`src/rtl/mips_pkg.sv`:
```
// Shared MIPS-R2000 pipeline definitions: control-bit indices, MEM-stage bus state,
// and small decode helpers.
package mips_pkg;

   localparam int unsigned M_BRANCH    = 32'd2;
   localparam int unsigned M_READ      = 32'd1;
   localparam int unsigned M_WRITE     = 32'd0;
   localparam int unsigned WB_REGWRITE = 32'd1;
   localparam int unsigned WB_MEMTOREG = 32'd0;

   typedef enum logic {
      IDLE   = 1'b0,
      ACCESS = 1'b1
   } mem_state_t;

   function automatic logic is_mem_op(input logic [2:0] m);
      return m[M_READ] | m[M_WRITE];
   endfunction

   function automatic logic is_misaligned(input logic [31:0] addr);
      return addr[1:0] != 2'b00;
   endfunction

endpackage

```
`src/rtl/mem_bus_fsm.sv`:
```
// Data-memory bus sequencer: owns the IDLE/ACCESS state, the timeout counter and the
// dmem_* drive, and reports completion, timeout and read-data strobes to the stage.
module mem_bus_fsm
   import mips_pkg::*;
#(
   parameter int unsigned TIMEOUT = 32'd16
) (
   input  logic        clk,
   input  logic        rst_n,
   input  logic        start,
   input  logic        start_we,
   input  logic [31:0] start_addr,
   input  logic [31:0] start_wdata,
   input  logic        dmem_ack,
   output logic        stall,
   output logic        dmem_req,
   output logic        dmem_we,
   output logic [31:0] dmem_addr,
   output logic [31:0] dmem_wdata,
   output logic        done,
   output logic        timeout,
   output logic        rd_strobe
);

   localparam int unsigned CW = (TIMEOUT > 32'd2) ? $clog2(TIMEOUT) : 32'd1;
   localparam logic [CW-1:0] CNT_MAX = CW'(TIMEOUT - 32'd1);

   mem_state_t    state_r;
   logic [CW-1:0] cnt_r;

   assign stall     = (state_r == ACCESS);
   assign done      = (state_r == ACCESS) & dmem_ack;
   // Acknowledge has priority: a timeout is only reported when no ack arrives on that edge.
   assign timeout   = (state_r == ACCESS) & ~dmem_ack & (cnt_r == CNT_MAX);
   assign rd_strobe = done & ~dmem_we;

   // Bus state, timeout counter and registered dmem_* outputs.
   always_ff @(posedge clk or negedge rst_n) begin
      if (!rst_n) begin
         state_r    <= IDLE;
         cnt_r      <= '0;
         dmem_req   <= 1'b0;
         dmem_we    <= 1'b0;
         dmem_addr  <= 32'h0000_0000;
         dmem_wdata <= 32'h0000_0000;
      end else begin
         case (state_r)
            IDLE: begin
               if (start) begin
                  state_r    <= ACCESS;
                  cnt_r      <= '0;
                  dmem_req   <= 1'b1;
                  dmem_we    <= start_we;
                  dmem_addr  <= {start_addr[31:2], 2'b00};
                  dmem_wdata <= start_wdata;
               end else begin
                  state_r  <= IDLE;
                  dmem_req <= 1'b0;
               end
            end
            ACCESS: begin
               if (dmem_ack || (cnt_r == CNT_MAX)) begin
                  state_r  <= IDLE;
                  dmem_req <= 1'b0;
               end else begin
                  cnt_r <= cnt_r + CW'(1);
               end
            end
            default: begin
               state_r  <= IDLE;
               dmem_req <= 1'b0;
            end
         endcase
      end
   end

endmodule

```
`src/rtl/mem_stage.sv`:
```
// MIPS-R2000 memory stage: captures the EX bundle, runs loads/stores through
// mem_bus_fsm, and emits a one-cycle-valid MEM/WB bundle.
module mem_stage
   import mips_pkg::*;
#(
   parameter int unsigned TIMEOUT = 32'd16
) (
   input  logic        clk,
   input  logic        rst_n,
   input  logic        ex_valid,
   input  logic [31:0] res,
   input  logic        zero,
   input  logic [31:0] store_data,
   input  logic [4:0]  write_register,
   input  logic [2:0]  m_MEM,
   input  logic [1:0]  wb_MEM,
   output logic        stall,
   output logic        dmem_req,
   output logic        dmem_we,
   output logic [31:0] dmem_addr,
   output logic [31:0] dmem_wdata,
   input  logic [31:0] dmem_rdata,
   input  logic        dmem_ack,
   output logic        wb_valid,
   output logic        wb_reg_write,
   output logic        wb_mem_to_reg,
   output logic [31:0] wb_read_data,
   output logic [31:0] wb_alu_res,
   output logic [4:0]  wb_write_register,
   output logic        branch_taken,
   output logic        fault
);

   logic capture_s, mem_op_s, misaligned_s, start_s;
   logic done_s, timeout_s, rd_strobe_s;

   logic [31:0] cap_res_r;
   logic [4:0]  cap_wr_r;
   logic [1:0]  cap_wb_r;
   logic        cap_branch_r;

   assign capture_s    = ~stall & ex_valid;
   assign mem_op_s     = is_mem_op(m_MEM);
   assign misaligned_s = is_misaligned(res);
   assign start_s      = capture_s & mem_op_s & ~misaligned_s;

   mem_bus_fsm #(.TIMEOUT(TIMEOUT)) u_bus (
      .clk         (clk),
      .rst_n       (rst_n),
      .start       (start_s),
      .start_we    (m_MEM[M_WRITE]),
      .start_addr  (res),
      .start_wdata (store_data),
      .dmem_ack    (dmem_ack),
      .stall       (stall),
      .dmem_req    (dmem_req),
      .dmem_we     (dmem_we),
      .dmem_addr   (dmem_addr),
      .dmem_wdata  (dmem_wdata),
      .done        (done_s),
      .timeout     (timeout_s),
      .rd_strobe   (rd_strobe_s)
   );

   // EX/MEM capture and MEM/WB output registers; pulses default low every cycle.
   always_ff @(posedge clk or negedge rst_n) begin
      if (!rst_n) begin
         cap_res_r         <= 32'h0000_0000;
         cap_wr_r          <= 5'd0;
         cap_wb_r          <= 2'b00;
         cap_branch_r      <= 1'b0;
         wb_valid          <= 1'b0;
         wb_reg_write      <= 1'b0;
         wb_mem_to_reg     <= 1'b0;
         wb_read_data      <= 32'h0000_0000;
         wb_alu_res        <= 32'h0000_0000;
         wb_write_register <= 5'd0;
         branch_taken      <= 1'b0;
         fault             <= 1'b0;
      end else begin
         wb_valid     <= 1'b0;
         branch_taken <= 1'b0;
         fault        <= 1'b0;
         if (capture_s) begin
            cap_res_r    <= res;
            cap_wr_r     <= write_register;
            cap_wb_r     <= wb_MEM;
            cap_branch_r <= m_MEM[M_BRANCH] & zero;
            if (!start_s) begin
               // Non-memory op or misaligned access completes right away.
               wb_valid          <= 1'b1;
               wb_reg_write      <= wb_MEM[WB_REGWRITE] & ~mem_op_s;
               wb_mem_to_reg     <= wb_MEM[WB_MEMTOREG];
               wb_read_data      <= 32'h0000_0000;
               wb_alu_res        <= res;
               wb_write_register <= write_register;
               branch_taken      <= m_MEM[M_BRANCH] & zero;
               fault             <= mem_op_s;
            end else begin
               wb_valid <= 1'b0;
            end
         end else if (done_s || timeout_s) begin
            wb_valid          <= 1'b1;
            wb_reg_write      <= cap_wb_r[WB_REGWRITE] & done_s;
            wb_mem_to_reg     <= cap_wb_r[WB_MEMTOREG];
            wb_alu_res        <= cap_res_r;
            wb_write_register <= cap_wr_r;
            branch_taken      <= cap_branch_r;
            fault             <= timeout_s;
            if (rd_strobe_s) begin
               wb_read_data <= dmem_rdata;
            end else begin
               wb_read_data <= wb_read_data;
            end
         end else begin
            wb_valid <= 1'b0;
         end
      end
   end

endmodule

```
`config.mk`:
```
export PLATFORM = sky130hd
export DESIGN_NAME = mem_stage
export DESIGN_NICKNAME = d
export VERILOG_FILES = /design/src/rtl/mips_pkg.sv /design/src/rtl/mem_bus_fsm.sv /design/src/rtl/mem_stage.sv
export SDC_FILE = /design/constraint.sdc
export NUM_CORES = 1
export LEC_CHECK = 0
export ABC_AREA = 1
export CORE_UTILIZATION = 43
export CTS_CLUSTER_SIZE = 30
export DETAILED_ROUTE_END_ITERATION = 12
export PLACE_DENSITY = 0.78
export SLEW_MARGIN = 0
export SYNTH_ARGS = -nofsm -noshare
export SYNTH_HDL_FRONTEND = slang
export SYNTH_SLANG_ARGS = --single-unit
```
`constraint.sdc`:
```
create_clock -name clk -period 1.9 [get_ports clk]
set_clock_uncertainty 0.2 [all_clocks]
set_input_delay 0.38 -clock clk [delete_from_list [all_inputs] [get_ports clk]]
set_output_delay 0.38 -clock clk [all_outputs]
set_load 0.02 [all_outputs]
```
==> flow_metrics.env <==
export IMPL_maxCapViolCount=0
export IMPL_grt_pass1_wl_um=30500
export IMPL_syn_to_final_growth_pct=44.9
export IMPL_worst_path_buf_inv=1
export IMPL_cts_max_level=4
export IMPL_drt_wl_total_um=19100
export IMPL_r2r_start="u_bus.cnt_r[0]"
export IMPL_power_mw=11.0
export IMPL_clockBufferDepth=2
export IMPL_dieArea_um2=17700
export IMPL_path_class="reg -> out"
export IMPL_setup_violations=0
export IMPL_synth_main_ff_cell="dfrtp_1"
export IMPL_cts_made_buffers=17
export IMPL_grt_pass1_vias=6071
export IMPL_ant_nets=0
export IMPL_vias=6336
export IMPL_hpwlAfterDp_um=13300
export IMPL_cp_arrival_ps=1180
export IMPL_syn_inst=842
export IMPL_slowest_stage="dfrtp_1"
export IMPL_worstPathRequired_ps=1320
export IMPL_stdcell_count=1323
export IMPL_antenna_found_initial=0
export IMPL_num_rows=47
export IMPL_clock_latency_ps=420
export IMPL_wire_per_inst_um=14.4
export IMPL_cts_sinks=183
export IMPL_setup_ws_ps=136
export IMPL_root_buffer="clkbuf_16"
export IMPL_final_nets=1201
export IMPL_dieWidth_um=133
export IMPL_ir_worst_vdd_mv=0.599
export IMPL_cts_tree="yes"
export IMPL_cp_top_family="flip-flops"
export IMPL_synth_edf_count=0
export IMPL_final_common_cell="nand2_1"
export IMPL_startpoint_type="register"
export IMPL_status="completed"
export IMPL_die_h_um=133
export IMPL_p_leak_nw=5.85
export IMPL_synth_cell_type_count=23
export IMPL_dpl_worst_slack_ps=-214
export IMPL_grt_util_all_layers=0.220
export IMPL_rsz0062_at_grt="false"
export IMPL_grt_max_degree=53
export IMPL_routabilityCongestion=0.779
export IMPL_path_max_fanout=4
export IMPL_yosys_warnings=0
export IMPL_portBuffers=249
export IMPL_max_stage_delay_ps=400
export IMPL_cp_cell_sequence="dlygate4sd2_1"
export IMPL_synth_seq_area_share=0.621
export IMPL_syn_avg_cell_area_um2=8.75
export IMPL_final_cell_mix="306 x nand2_1, 183 x dfrtp_1, 139 x dlygate4sd2_1"
export IMPL_first_iter_violations=321
export IMPL_final_layout_size_suffix_gt1_frac=0.0644
export IMPL_hold_path_class="in -> async"
export IMPL_first_pass_iters=6
export IMPL_fin_crit_ps=1760
export IMPL_final_util=0.642
export IMPL_startpoint="u_bus.stall"
export IMPL_core_um2=16600
export IMPL_drv_slew=0
export IMPL_drc=0
export IMPL_ys_async_sr_fraction=1.00
export IMPL_fmax_mhz=567
export IMPL_gr_total_overflow=0
export IMPL_cts_setup_buffers=0
export IMPL_ys_seq_elements=183
export IMPL_synth_area_um2=7370
export IMPL_p_per_area_nw_per_um2=1030
export IMPL_hold_viol_final=0
export IMPL_start_util=0.443
export IMPL_io_pin_count=252
export IMPL_place_inst=1289
export IMPL_avgViaCountPerCell=4.79
export IMPL_clk_pin_slew_ps=70
export IMPL_critPathCaptureType="primary output"
export IMPL_period_share=0.928
stage by stage:
step                      area [um^2]  TNS, ps  hold slack [ps]
final                           10700        0              251
after global routing            10700        0              270
after CTS                       10700        0              252
after detailed placement        10300   -21370              143
after global placement          10300   -20780              134
after floorplan                  7370        0             -116
cells by family (layout without fill, tap and decap cells):
family,count (synthesis),count (layout),synth area share
and+or+nand+nor,460,460,0.256
AOI/OAI and AO/OA,70,70,0.0498
buffers and inverters,127,386,0.0708
DFF,183,183,0.621
adders and majority gates,1,1,0.00170
other,1,3,0.000509
final cells by class:
type / count / area (um^2)
Multi-Input combinational cell: 533 / 2280
Timing Repair Buffer: 278 / 2680
Clock buffer: 18 / 439
Antenna cell: 1 / 2.50
Tap cell: 220 / 275
Inverter: 76 / 285
Clock inverter: 14 / 134
Fill cell: 1436 / 5970
Sequential cell: 183 / 4580
Yosys cell counts, types with 2 or more instances:
library cell,number,area [um^2]
nand2_1,306,1150
dfrtp_1,183,4580
nand3_1,107,536
inv_1,72,270
o21ai_0,60,300
nor2_1,40,150
clkbuf_1,25,93.8
buf_2,20,100
o21ai_1,6,30.0
buf_4,5,37.5
inv_2,4,15.0
nand2_2,2,12.5
nor2_2,2,12.5
final timing paths:
path	endpoint	slack [ps]	depth (start not counted)
setup / recovery	stall	140	1
hold / removal	wb_alu_res[27]	250	2
setup reg to reg	wb_alu_res[16]	160	8
hold reg to reg	u_bus.dmem_wdata[24]	260	2
max in group asynchronous	wb_read_data[20]	660	3
min in group clk	u_bus.dmem_wdata[24]	260	2
where the power goes:
| group | total, mW | leakage, nW | switching (mW) | internal [mW] |
|---|---|---|---|---|
| logic | 2.78 | 3.26 | 1.68 | 1.10 |
| registers | 4.85 | 2.31 | 0.312 | 4.54 |
| clock network | 3.40 | 0.278 | 1.63 | 1.77 |
routing by layer:
metal / global-route usage / wire (um)
met1: 0.282 / 8160
met2: 0.359 / 9250
met3: 0.0540 / 1260
met4: 0.0875 / 426
met5: 0 / 0
repair_timing:
action	4_1_cts	5_1_grt
endpoints found under the hold margin	35	0
endpoints found under the setup margin	139	0
hold buffers	1	0
gates resized for setup	139	0
Note: power is estimated with default switching activity, not from simulation.
